$ cat src/rtl/lane_sum_pkg.sv
// Shared types and helpers for the lane-sum pipeline.
// FIFO state encoding, counter width and the per-lane add/saturate function.
package lane_sum_pkg;

  localparam int CNT_W = 16;

  typedef enum logic [1:0] {
    EMPTY = 2'd0,
    ONE   = 2'd1,
    FULL  = 2'd2
  } fifo_st_t;

  typedef struct packed {
    logic        ovf;
    logic [32:0] sum;
  } lane_res_t;

  // Add two zero-extended operands of width iw.
  // Overflow only exists when the output has no room for the carry.
  function automatic lane_res_t lane_add(
    input logic [31:0] a,
    input logic [31:0] b,
    input int          iw,
    input int          ow,
    input logic        sat
  );
    logic [32:0] s;
    logic [32:0] mask;
    logic        carry;
    lane_res_t   r;
    s     = {1'b0, a} + {1'b0, b};
    mask  = (33'd1 << iw) - 33'd1;
    carry = (s >> iw) != 33'd0;
    r.ovf = 1'b0;
    r.sum = s;
    if (ow <= iw) begin
      r.ovf = carry;
      r.sum = (carry && sat) ? mask : (s & mask);
    end
    return r;
  endfunction

endpackage

$ cat src/rtl/lane_sum_lane.sv
// One lane of the adder: operand select, add, saturate or wrap.
// Purely combinational; all state lives in the top.
module lane_sum_lane
  import lane_sum_pkg::*;
#(
  parameter int IW = 4,
  parameter int OW = 8
) (
  input  logic [IW-1:0] a,
  input  logic [IW-1:0] b,
  input  logic [IW-1:0] def_b,
  input  logic          b_use,
  input  logic          sat_en,
  output logic [OW-1:0] sum,
  output logic          ovf
);

  lane_res_t     r;
  logic [IW-1:0] op_b;

  // Select operand B and form the lane result.
  always_comb begin
    op_b = b_use ? b : def_b;
    r    = lane_add(32'(a), 32'(op_b), IW, OW, sat_en);
    sum  = OW'(r.sum);
    ovf  = r.ovf;
  end

endmodule

$ cat src/rtl/lane_sum_pipe.sv
// Multi-lane adder with default operand and a 2-entry skid FIFO.
// One cycle of latency, registered in_ready, saturating beat counter.
module lane_sum_pipe
  import lane_sum_pkg::*;
#(
  parameter int             LANES = 4,
  parameter int             IW    = 4,
  parameter int             OW    = 8,
  parameter logic [IW-1:0]  DEF_B = '0
) (
  input  logic                  clk,
  input  logic                  rst_n,
  input  logic                  in_valid,
  output logic                  in_ready,
  input  logic [LANES*IW-1:0]   in_a,
  input  logic [LANES*IW-1:0]   in_b,
  input  logic [LANES-1:0]      b_use,
  input  logic                  sat_en,
  input  logic                  cfg_we,
  input  logic [IW-1:0]         cfg_def,
  output logic                  out_valid,
  input  logic                  out_ready,
  output logic [LANES*OW-1:0]   out_sum,
  output logic [LANES-1:0]      out_ovf,
  output logic [CNT_W-1:0]      beat_cnt
);

  if (OW < IW) begin : g_bad_ow
    $error("lane_sum_pipe: OW must be >= IW");
  end

  fifo_st_t             state;
  fifo_st_t             state_nx;
  logic [IW-1:0]        def_q;
  logic [LANES*OW-1:0]  lane_sum;
  logic [LANES*OW-1:0]  head_sum;
  logic [LANES*OW-1:0]  tail_sum;
  logic [LANES-1:0]     lane_ovf;
  logic [LANES-1:0]     head_ovf;
  logic [LANES-1:0]     tail_ovf;
  logic                 ready_q;
  logic                 accept;
  logic                 emit;
  logic [CNT_W-1:0]     cnt_q;

  for (genvar i = 0; i < LANES; i++) begin : g_lane
    lane_sum_lane #(
      .IW (IW),
      .OW (OW)
    ) u_lane (
      .a      (in_a[i*IW +: IW]),
      .b      (in_b[i*IW +: IW]),
      .def_b  (def_q),
      .b_use  (b_use[i]),
      .sat_en (sat_en),
      .sum    (lane_sum[i*OW +: OW]),
      .ovf    (lane_ovf[i])
    );
  end

  assign accept    = in_valid && ready_q;
  assign emit      = out_valid && out_ready;
  assign in_ready  = ready_q;
  assign out_valid = (state != EMPTY);
  assign out_sum   = head_sum;
  assign out_ovf   = head_ovf;
  assign beat_cnt  = cnt_q;

  // FIFO occupancy transitions.
  always_comb begin
    state_nx = state;
    unique case (state)
      EMPTY: if (accept) state_nx = ONE;
      ONE: begin
        if (accept && !emit) state_nx = FULL;
        else if (emit && !accept) state_nx = EMPTY;
      end
      FULL: if (emit) state_nx = ONE;
      default: state_nx = EMPTY;
    endcase
  end

  // State, ready flag, default operand and beat counter.
  always_ff @(posedge clk or negedge rst_n) begin
    if (!rst_n) begin
      state   <= EMPTY;
      ready_q <= 1'b0;
      def_q   <= DEF_B;
      cnt_q   <= '0;
    end else begin
      state   <= state_nx;
      ready_q <= (state_nx != FULL);
      if (cfg_we) def_q <= cfg_def;
      if (accept && cnt_q != '1) cnt_q <= cnt_q + 1'b1;
    end
  end

  // Head feeds the output; tail catches a beat while the head stalls.
  always_ff @(posedge clk or negedge rst_n) begin
    if (!rst_n) begin
      head_sum <= '0;
      head_ovf <= '0;
      tail_sum <= '0;
      tail_ovf <= '0;
    end else begin
      case (state)
        EMPTY: begin
          if (accept) begin
            head_sum <= lane_sum;
            head_ovf <= lane_ovf;
          end
        end
        ONE: begin
          if (accept && emit) begin
            head_sum <= lane_sum;
            head_ovf <= lane_ovf;
          end else if (accept) begin
            tail_sum <= lane_sum;
            tail_ovf <= lane_ovf;
          end
        end
        FULL: begin
          if (emit) begin
            head_sum <= tail_sum;
            head_ovf <= tail_ovf;
          end
        end
        default: ;
      endcase
    end
  end

endmodule
$ cat config.mk
export PLATFORM = sky130hd
export DESIGN_NAME = lane_sum_pipe
export DESIGN_NICKNAME = d
export VERILOG_FILES = /design/src/rtl/lane_sum_pkg.sv /design/src/rtl/lane_sum_lane.sv /design/src/rtl/lane_sum_pipe.sv
export SDC_FILE = /design/constraint.sdc
export NUM_CORES = 1
export LEC_CHECK = 0
export ABC_AREA = 0
export CAP_MARGIN = 15
export CORE_UTILIZATION = 50
export CTS_BUF_LIST = sky130_fd_sc_hd__clkbuf_8
export DETAILED_ROUTE_END_ITERATION = 8
export GPL_ROUTABILITY_DRIVEN = 0
export HOLD_SLACK_MARGIN = 0.02
export MAX_ROUTING_LAYER = met4
export PLACE_DENSITY = 0.92
export SLEW_MARGIN = 25
export SYNTH_ARGS = -nofsm -noshare
export SYNTH_HDL_FRONTEND = slang
export SYNTH_SLANG_ARGS = --single-unit
$ cat constraint.sdc
create_clock -name clk -period 2.85 [get_ports clk]
set_clock_uncertainty 0.15 [all_clocks]
set_input_delay 0.57 -clock clk [delete_from_list [all_inputs] [get_ports clk]]
set_output_delay 0.57 -clock clk [all_outputs]
set_load 0.05 [all_outputs]
==> qor.yml <==
run_status:
  status: "finished, final reports clean"
clocking:
  insertion_delay_ns: 0.34
  cts_sinks: 63
  htree_num_levels: 3
  clk_path_buf_depth: 2
  tritoncts: "done"
  hold_buffers: 0
  ctsResizeCount: 0
  ctsRootBufferMaster: "clkbuf_8"
  numCtsBuffers: 9
  clk_pin_slew_worst_paths_ns: 0.07
  cts_setup_buffers: 0
synth:
  synth.most_common_cell: "dfrtp_1"
  synth-seq-cells: 63
  synth_top_area_cell: "dfrtp_1"
  synthDistinctLibCells: 39
  async_flop_share_pct: 100
  synth_area_leaders: "dfrtp_1 44%, mux2_2 12%, ha_1 6.0%"
  synth_top_area_share_pct: 44.1
  yosys_warnings: 0
  synth_edf_count: 0
  synthFlopType: "dfrtp_1"
  synth_commonest_cells: "63 x dfrtp_1, 54 x nand2_1, 38 x mux2_2"
  synth_seq_area_share_pct: 44.1
  syn-cell-area_um2: 3570
  avgSynthCellArea_um2: 10.4
  syn_inst: 344
floorplanning:
  dieArea_um2: 7490
  pin_count: 100
  start_util_pct: 52.3
  placeableCoreArea_um2: 6830
  fp-row-count: 30
  die_h_um: 86.6
  die_width_um: 86.6
placed_design:
  io_buffers: 82
  placed_area_um2: 4570
  dp_worst_setup_slack_ns: -0.191
  hpwl_mm: 6.17
  place_inst: 527
critical_path:
  crit_family: "multiplexers"
  crit_buf_inv: 1
  critPathMaxFanout: 2
  worstPathCellList: "clkdlybuf4s50_1 > mux2_2 > ha_1 > fa_1 > a21o_1 > a21oi_1 > a21oi_1 > mux2_2"
  critPathMaxStageDelay_ns: 0.49
  arrival_ns: 2.81
  slowest_stage: "clkdlybuf4s50_1"
  worstSetupStartpointType: "input port"
  crit_required_ns: 2.92
  worst-setup-path-type: "in -> reg"
  cp-end-kind: "register"
sta:
  hold_ws_ns: 0.0657
  finalMaxSlewViolations: 0
  post-route-period-util_pct: 95.9
  worst_pin_slew_ns: 0.962
  hold_viol: 0
  slew_headroom_pct: 35.9
  max_freq_mhz: 366
  setup_viol: 0
  period_minus_slack_ns: 2.73
  rsz0062_at_grt: "no"
  finalWorstSetupSlack_ns: 0.117
power_and_ir_drop:
  p_sw_share_pct: 42.9
  ir_drop_mv: 0.683
  p_sw_mw: 1.88
  leakagePower_nw: 2.22
  clkPwrFrac_pct: 17.7
  power_density_nw_per_um2: 920
  p_total_mw: 4.39
  seqPwrFrac_pct: 34.1
  p_int_mw: 2.50
  comb_power_share_pct: 48.2
cells_and_area:
  syn2layout_area_growth_pct: 33.3
  finalNetCount: 509
  fill_cells: 494
  drive_above_1_share_pct: 18.3
  finalNonFillerCells: 543
  fin_area_um2: 4770
  antenna_cells: 0
global_routing:
  antenna_found_initial: 0
  grt.overflow.total: 0
  grt_max_degree: 39
  grt_pass1_vias: 2975
  grt_pass1_wl_mm: 14.0
  grt.total_usage_pct: 25.4
routing:
  ant_nets: 0
  viasPerCell: 5.26
  first_pass_iters: 4
  wl_per_cell_um: 15.4
  vias: 2858
  wirelength_mm: 8.35
  drc_errors: 0
  first_iter_violations: 166
run:
  maxCapViolations: 0
worst_hold_path:
  hp-class: "in -> async"
[worst paths after layout]
| kind | start | cells after the start | end | slack [ns] |
|---|---|---|---|---|
| min in group clk | tail_sum[18]$_DFFE_PN0P_ | 2 | tail_sum[18]$_DFFE_PN0P_ | 0.34 |
| max | b_use[3] | 8 | out_sum[28]$_DFFE_PN0P_ | 0.12 |
| min | rst_n | 1 | beat_cnt[12]$_DFFE_PN0P_ | 0.07 |
| max in group asynchronous | rst_n | 2 | state[0]$_DFF_PN0_ | 1.87 |
| min reg2reg | tail_sum[18]$_DFFE_PN0P_ | 2 | tail_sum[18]$_DFFE_PN0P_ | 0.34 |
| max reg2reg | def_q[0]$_DFFE_PN0P_ | 7 | out_sum[28]$_DFFE_PN0P_ | 0.43 |
[power by group through the flow]
stage / registers, mW / logic, mW / clock network, mW
floorplan: 2.10 / 0.787 / 0
global placement: 1.48 / 2.07 / 0
finish: 1.50 / 2.11 / 0.777
detailed placement: 1.50 / 2.11 / 0
global route: 1.54 / 2.25 / 0.828
CTS: 1.49 / 2.13 / 0.787
[worst reg2reg max path, cell delays in order (launching register included)]
cell and delay (ns):
dfrtp_1 0.45, mux2_2 0.31, ha_1 0.23, fa_1 0.40, a21o_1 0.19, a21oi_1 0.18, a21oi_1 0.09, mux2_2 0.30
[sequential cells by signal, indices dropped and copies added, names as in the netlist]
register / flops
def_q: 4
out_sum: 20
in_ready: 1
state: 2
tail_sum: 20
beat_cnt: 16
[cell type report]
class	count	area (um2)	area share (%)
multi-input combinational	257	1850	38.8
sequential	63	1580	33.1
inverter	9	33.8	0.709
clock inverter	6	60.1	1.26
clock buffer	10	138	2.89
tap	96	120	2.52
timing repair buffer	102	991	20.8
[routing by layer]
| layer | vias to the layer above | wire length, um | GRT usage (%) |
|---|---|---|---|
| met1 | 1400 | 3550 | 30.9 |
| met5 | - | 0 | - |
| met2 | 87 | 4300 | 41.3 |
| met3 | 18 | 298 | 3.90 |
| li1 | 1353 | - | - |
| met4 | 0 | 192 | 12.7 |
[per-stage QoR]
| stage | utilization [%] | TNS (ns) |
|---|---|---|
| after floorplan | - | 0 |
| after global placement | 66.9 | -0.562 |
| after detailed placement | 66.9 | -0.891 |
| after CTS | 69.8 | 0 |
| after global routing | 69.8 | 0 |
| final | 69.8 | 0 |
[cells in the final DEF (no fill, tap or decap), types with 2 or more instances in the layout]
master / count
clkdlybuf4s50_1: 81
dfrtp_1: 63
nand2_1: 54
mux2_2: 38
a21oi_1: 21
buf_4: 18
ha_1: 17
conb_1: 16
nor2_1: 13
o21ai_0: 12
xor2_1: 12
xnor2_1: 10
clkbuf_8: 10
inv_1: 9
a21o_1: 7
nand4_1: 6
a31oi_1: 5
and4b_1: 4
a221o_1: 4
nand3_1: 4
fa_1: 4
nand2b_1: 3
and2_1: 3
nor2b_1: 3
and3_1: 3
nor3_1: 3
clkinv_2: 3
mux2i_1: 2
or2_2: 2
a21oi_2: 2
clkinvlp_4: 2
buf_12: 2
[kinds of logic after synthesis]
group	after synthesis	share of synthesized area, %
muxes	41	13.0
adders and majority gates	21	8.19
xor gates and xnor gates	22	5.39
DFF	63	44.1
AOI/OAI and AO/OA	53	8.89
other	1	0.105
and+or+nand+nor	104	14.5
buffers and inverters	39	5.92
(Power assumes the default switching activity.)
==> patch 1, RTL diff (same settings) <==
Register the inputs `cfg_we` and `cfg_def` before use, cleared by the reset. The logic sees them one clock later. The other inputs are not delayed to match.
--- a/src/rtl/lane_sum_pipe.sv
+++ b/src/rtl/lane_sum_pipe.sv
@@ -26,2 +26,15 @@
 );
+
+  logic cfg_we_q;
+  logic [IW-1:0] cfg_def_q;
+
+  always_ff @(posedge clk or negedge rst_n) begin
+    if (!rst_n) begin
+      cfg_we_q  <= '0;
+      cfg_def_q <= '0;
+    end else begin
+      cfg_we_q  <= cfg_we;
+      cfg_def_q <= cfg_def;
+    end
+  end
 
@@ -92,3 +105,3 @@
       ready_q <= (state_nx != FULL);
-      if (cfg_we) def_q <= cfg_def;
+      if (cfg_we_q) def_q <= cfg_def_q;
       if (accept && cnt_q != '1) cnt_q <= cnt_q + 1'b1;
Function: changed (a bounded check fails within 4 cycles, from zero or initial values and one cycle with rst_n low).
==> patch 1 against the unedited design <==
Final area up 3.9%. Worst hold slack better by 0.26 ns. Worst setup slack better by 0.10 ns. Power up 4.3%. Sequential cell count up 5. Critical endpoint unchanged. Wire length up 5.9%. Fmax up 3.9%. Synthesized area up 5.7%.
==> patch 1: results (changes against the unedited design) <==
- Multiplexer share of the synthesized area: 8.58% (-4.4 points)
- Leak: 2.23 nW (+0.15%)
- Post-synthesis sequential area ratio: 45.0% (+0.93 points)
- CP peak stage delay: 0.58 ns (+0.09 ns)
- Ranking of synthesized cells by area: dfrtp_1, mux2_2, nand2_1, ha_1, buf_4
- Via density per instance: 5.34 (+1.5%)
- Number of distinct library cells after synthesis: 48 (+23%)
- Iter 0 DRT Violations: 148 (-11%)
- Xor and xnor area share after synthesis: 3.48% (-1.9 points)
- Detailed Place HPWL: 6560 um (+6.3%)
- Hold WC Path Type: register to register
- Final WL: 8840 um (+5.9%)
- Synthesized instance count: 379 (+10%)
- Top cells by instance count after synthesis: dfrtp_1, nand2_1, nor2_1, mux2_2, inv_1
- Share of cells above drive strength 1: 14.7% (-3.6 points)
- Root Driver: clkbuf_8
- Adder-cell share of the synthesized area: 7.75% (-0.44 points)
- Placed insts: 564 (+7.0%)
- Final cell count without fillers: 581 (+7.0%)
- Compound-Gate Fraction of Synth Area: 11.1% (+2.2 points)
- Worst EP arrival: 2.70 ns (-0.11 ns)
- Met1 Use GR: 31.5% (+0.54 points)
- Met2 Usage GRT: 40.9% (-0.43 points)
- GRT met3 Usage: 3.97% (+0.066 points)
- Worst slack, placed: -0.104 ns (+0.0864 ns)
- Layout Nets: 544 (+6.9%)
- Run status: finished clean
- Largest net degree at the start of global routing: 37 (-5.1%)
- Peak supply drop: 0.448 mV (-34%)
- Multi-input logic area: 0.00186 mm2 (+0.47%)
- Tot GR Track Use: 25.5% (+0.12 points)
- Worst Path Max Fanout: 4 (+2)
patch 1: per-layer routing:
layer / vias to the layer above / wire length, um
met5: - / 0
met4: 0 / 311
met3: 33 / 477
met2: 121 / 4390
met1: 1490 / 3650
li1: 1461 / -
patch 1: path summary, 6_finish.rpt:
check / from / end / slack (ns) / depth (start not counted)
max: b_use[3] / out_sum[28] / 0.22 / 9
max reg2reg: def_q[1] / out_sum[19] / 0.65 / 7
min: tail_sum[10] / tail_sum[10] / 0.33 / 2
max in group asynchronous: rst_n / beat_cnt[3] / 1.30 / 3
min in group asynchronous: rst_n / cfg_def_q[0] / 0.53 / 2
min reg2reg: tail_sum[10] / tail_sum[10] / 0.33 / 2
patch 1: worst max-delay path: cells and delay by family:
kind / cells / cell delay [ns]
compound gates: 2 / 0.35
fa+ha+maj: 2 / 0.40
buf+inv: 2 / 0.65
mux: 2 / 0.68
simple gates: 1 / 0.05
patch 1: where the power goes:
| group | internal (mW) | switching, mW | total [mW] | leakage, nW |
|---|---|---|---|---|
| Clock | 0.498 | 0.359 | 0.858 | 0.112 |
| Combinational | 0.783 | 1.36 | 2.14 | 1.29 |
| Sequential | 1.31 | 0.264 | 1.57 | 0.825 |
patch 1: area by class of cell:
| cell class | instances | area share [%] |
|---|---|---|
| Inverter | 20 | 1.52 |
| Timing Repair Buffer | 101 | 19.7 |
| Sequential cell | 68 | 34.4 |
| Clock inverter | 3 | 0.859 |
| Tap cell | 99 | 2.50 |
| Multi-Input combinational cell | 277 | 37.5 |
| Clock buffer | 13 | 3.61 |
patch 1: repair_timing:
item	in CTS	in global routing
hold endpoints to repair	16	0
hold buffers	1	0
setup endpoints to repair	0	0
==> patch 2, RTL diff (same flow settings) <==
Without the edit above. `OW` is set to 8 in 2 places; all go to 16.
--- a/src/rtl/lane_sum_lane.sv
+++ b/src/rtl/lane_sum_lane.sv
@@ -6,3 +6,3 @@
   parameter int IW = 4,
-  parameter int OW = 8
+  parameter int OW = 16
 ) (
--- a/src/rtl/lane_sum_pipe.sv
+++ b/src/rtl/lane_sum_pipe.sv
@@ -7,3 +7,3 @@
   parameter int             IW    = 4,
-  parameter int             OW    = 8,
+  parameter int             OW    = 16,
   parameter logic [IW-1:0]  DEF_B = '0
Interface: changed (resized out_sum); port bits go from 100 to 132. The function was not compared with the original's and may differ.
==> patch 2 against the unedited design <==
Sequential share of layout area down 0.70 points. Largest cell class unchanged. Worst setup slack worse by 0.030 ns. Critical endpoint is now out_sum[52]. Wire length up 6.4%. Synthesized area grew 6.7%. Count of clock-buffer cells in the layout shrank 1. Largest power group unchanged. Critical path depth is the same. Final area is 2.2% higher. Power is 3.9% higher. Sequential cell count did not move.
==> patch 2: results (changes against the unedited design) <==
- # fillers: 533 (+7.9%)
- Ranking of synthesized cells by area: dfrtp_1, mux2_2, buf_4, ha_1, nand2_1
- Met3 Wirelength: 421 um (+41%)
- Run status: finished clean
- Xor and xnor area share after synthesis: 5.05% (-0.34 points)
- PortBufs: 82 (unchanged)
- Peak supply drop: 0.530 mV (-22%)
- Share of cells above drive strength 1: 16.6% (-1.7 points)
- Top cells by instance count after synthesis: dfrtp_1, nand2_1, buf_4, mux2_2, a21oi_1
- First-pass GRT wire length: 14200 um (+1.2%)
- GRT met3 Usage: 4.62% (+0.71 points)
- H-tree depth: 3 (unchanged)
- Met1 wire length: 3530 um (-0.59%)
- Layout Nets: 538 (+5.7%)
- Sw Pwr: 2.01 mW (+6.5%)
- Vias in the first global route: 3052 (+2.6%)
- Largest net degree at the start of global routing: 36 (-7.7%)
- Adder-cell share of the synthesized area: 7.67% (-0.52 points)
- Highest routed layer: met4
- Relative slew slack: 36.4% (+0.48 points)
- Tot GR Track Use: 24.6% (-0.85 points)
- Placed Area: 0.00466 mm2 (+1.9%)
- Final WL: 8880 um (+6.4%)
- Worst slack, placed: -0.235 ns (-0.0438 ns)
- Met1 Use GR: 28.0% (-2.9 points)
- Compound-Gate Fraction of Synth Area: 8.33% (-0.56 points)
- Met2 Usage GRT: 42.1% (+0.78 points)
- Via density per instance: 5.13 (-2.5%)
- Post-synthesis sequential area ratio: 41.3% (-2.8 points)
- Worst EP arrival: 2.84 ns (+0.03 ns)
- Leak: 2.32 nW (+4.2%)
- Clk. pwr: 836 uW (+7.6%)
==> patch 2: metrics by stage <==
stage	std cells	total power, mW	utilization, %
floorplan	423	3.01	-
detailed placement	559	3.71	63.5
finish	575	4.56	66.4
CTS	575	4.56	66.4
global route	575	4.78	66.4
global placement	559	3.62	63.5
==> patch 2: path summary, 6_finish.rpt <==
path                           endpoint  slack [ns]  cells after the start
setup / recovery            out_sum[52]        0.09                      8
hold / removal             beat_cnt[13]        0.12                      1
setup reg to reg            out_sum[52]        0.42                      7
hold reg to reg            tail_sum[48]        0.34                      2
max in group asynchronous  beat_cnt[15]        1.82                      2
min in group clk           tail_sum[48]        0.34                      2
==> patch 2: layout make-up <==
type	count	area, um2	area share [%]
Clock buffer	9	124	2.54
Clock inverter	7	87.6	1.80
Inverter	9	33.8	0.694
Multi-Input combinational cell	289	1970	40.4
Sequential cell	63	1580	32.4
Tap cell	99	124	2.54
Timing Repair Buffer	99	956	19.6
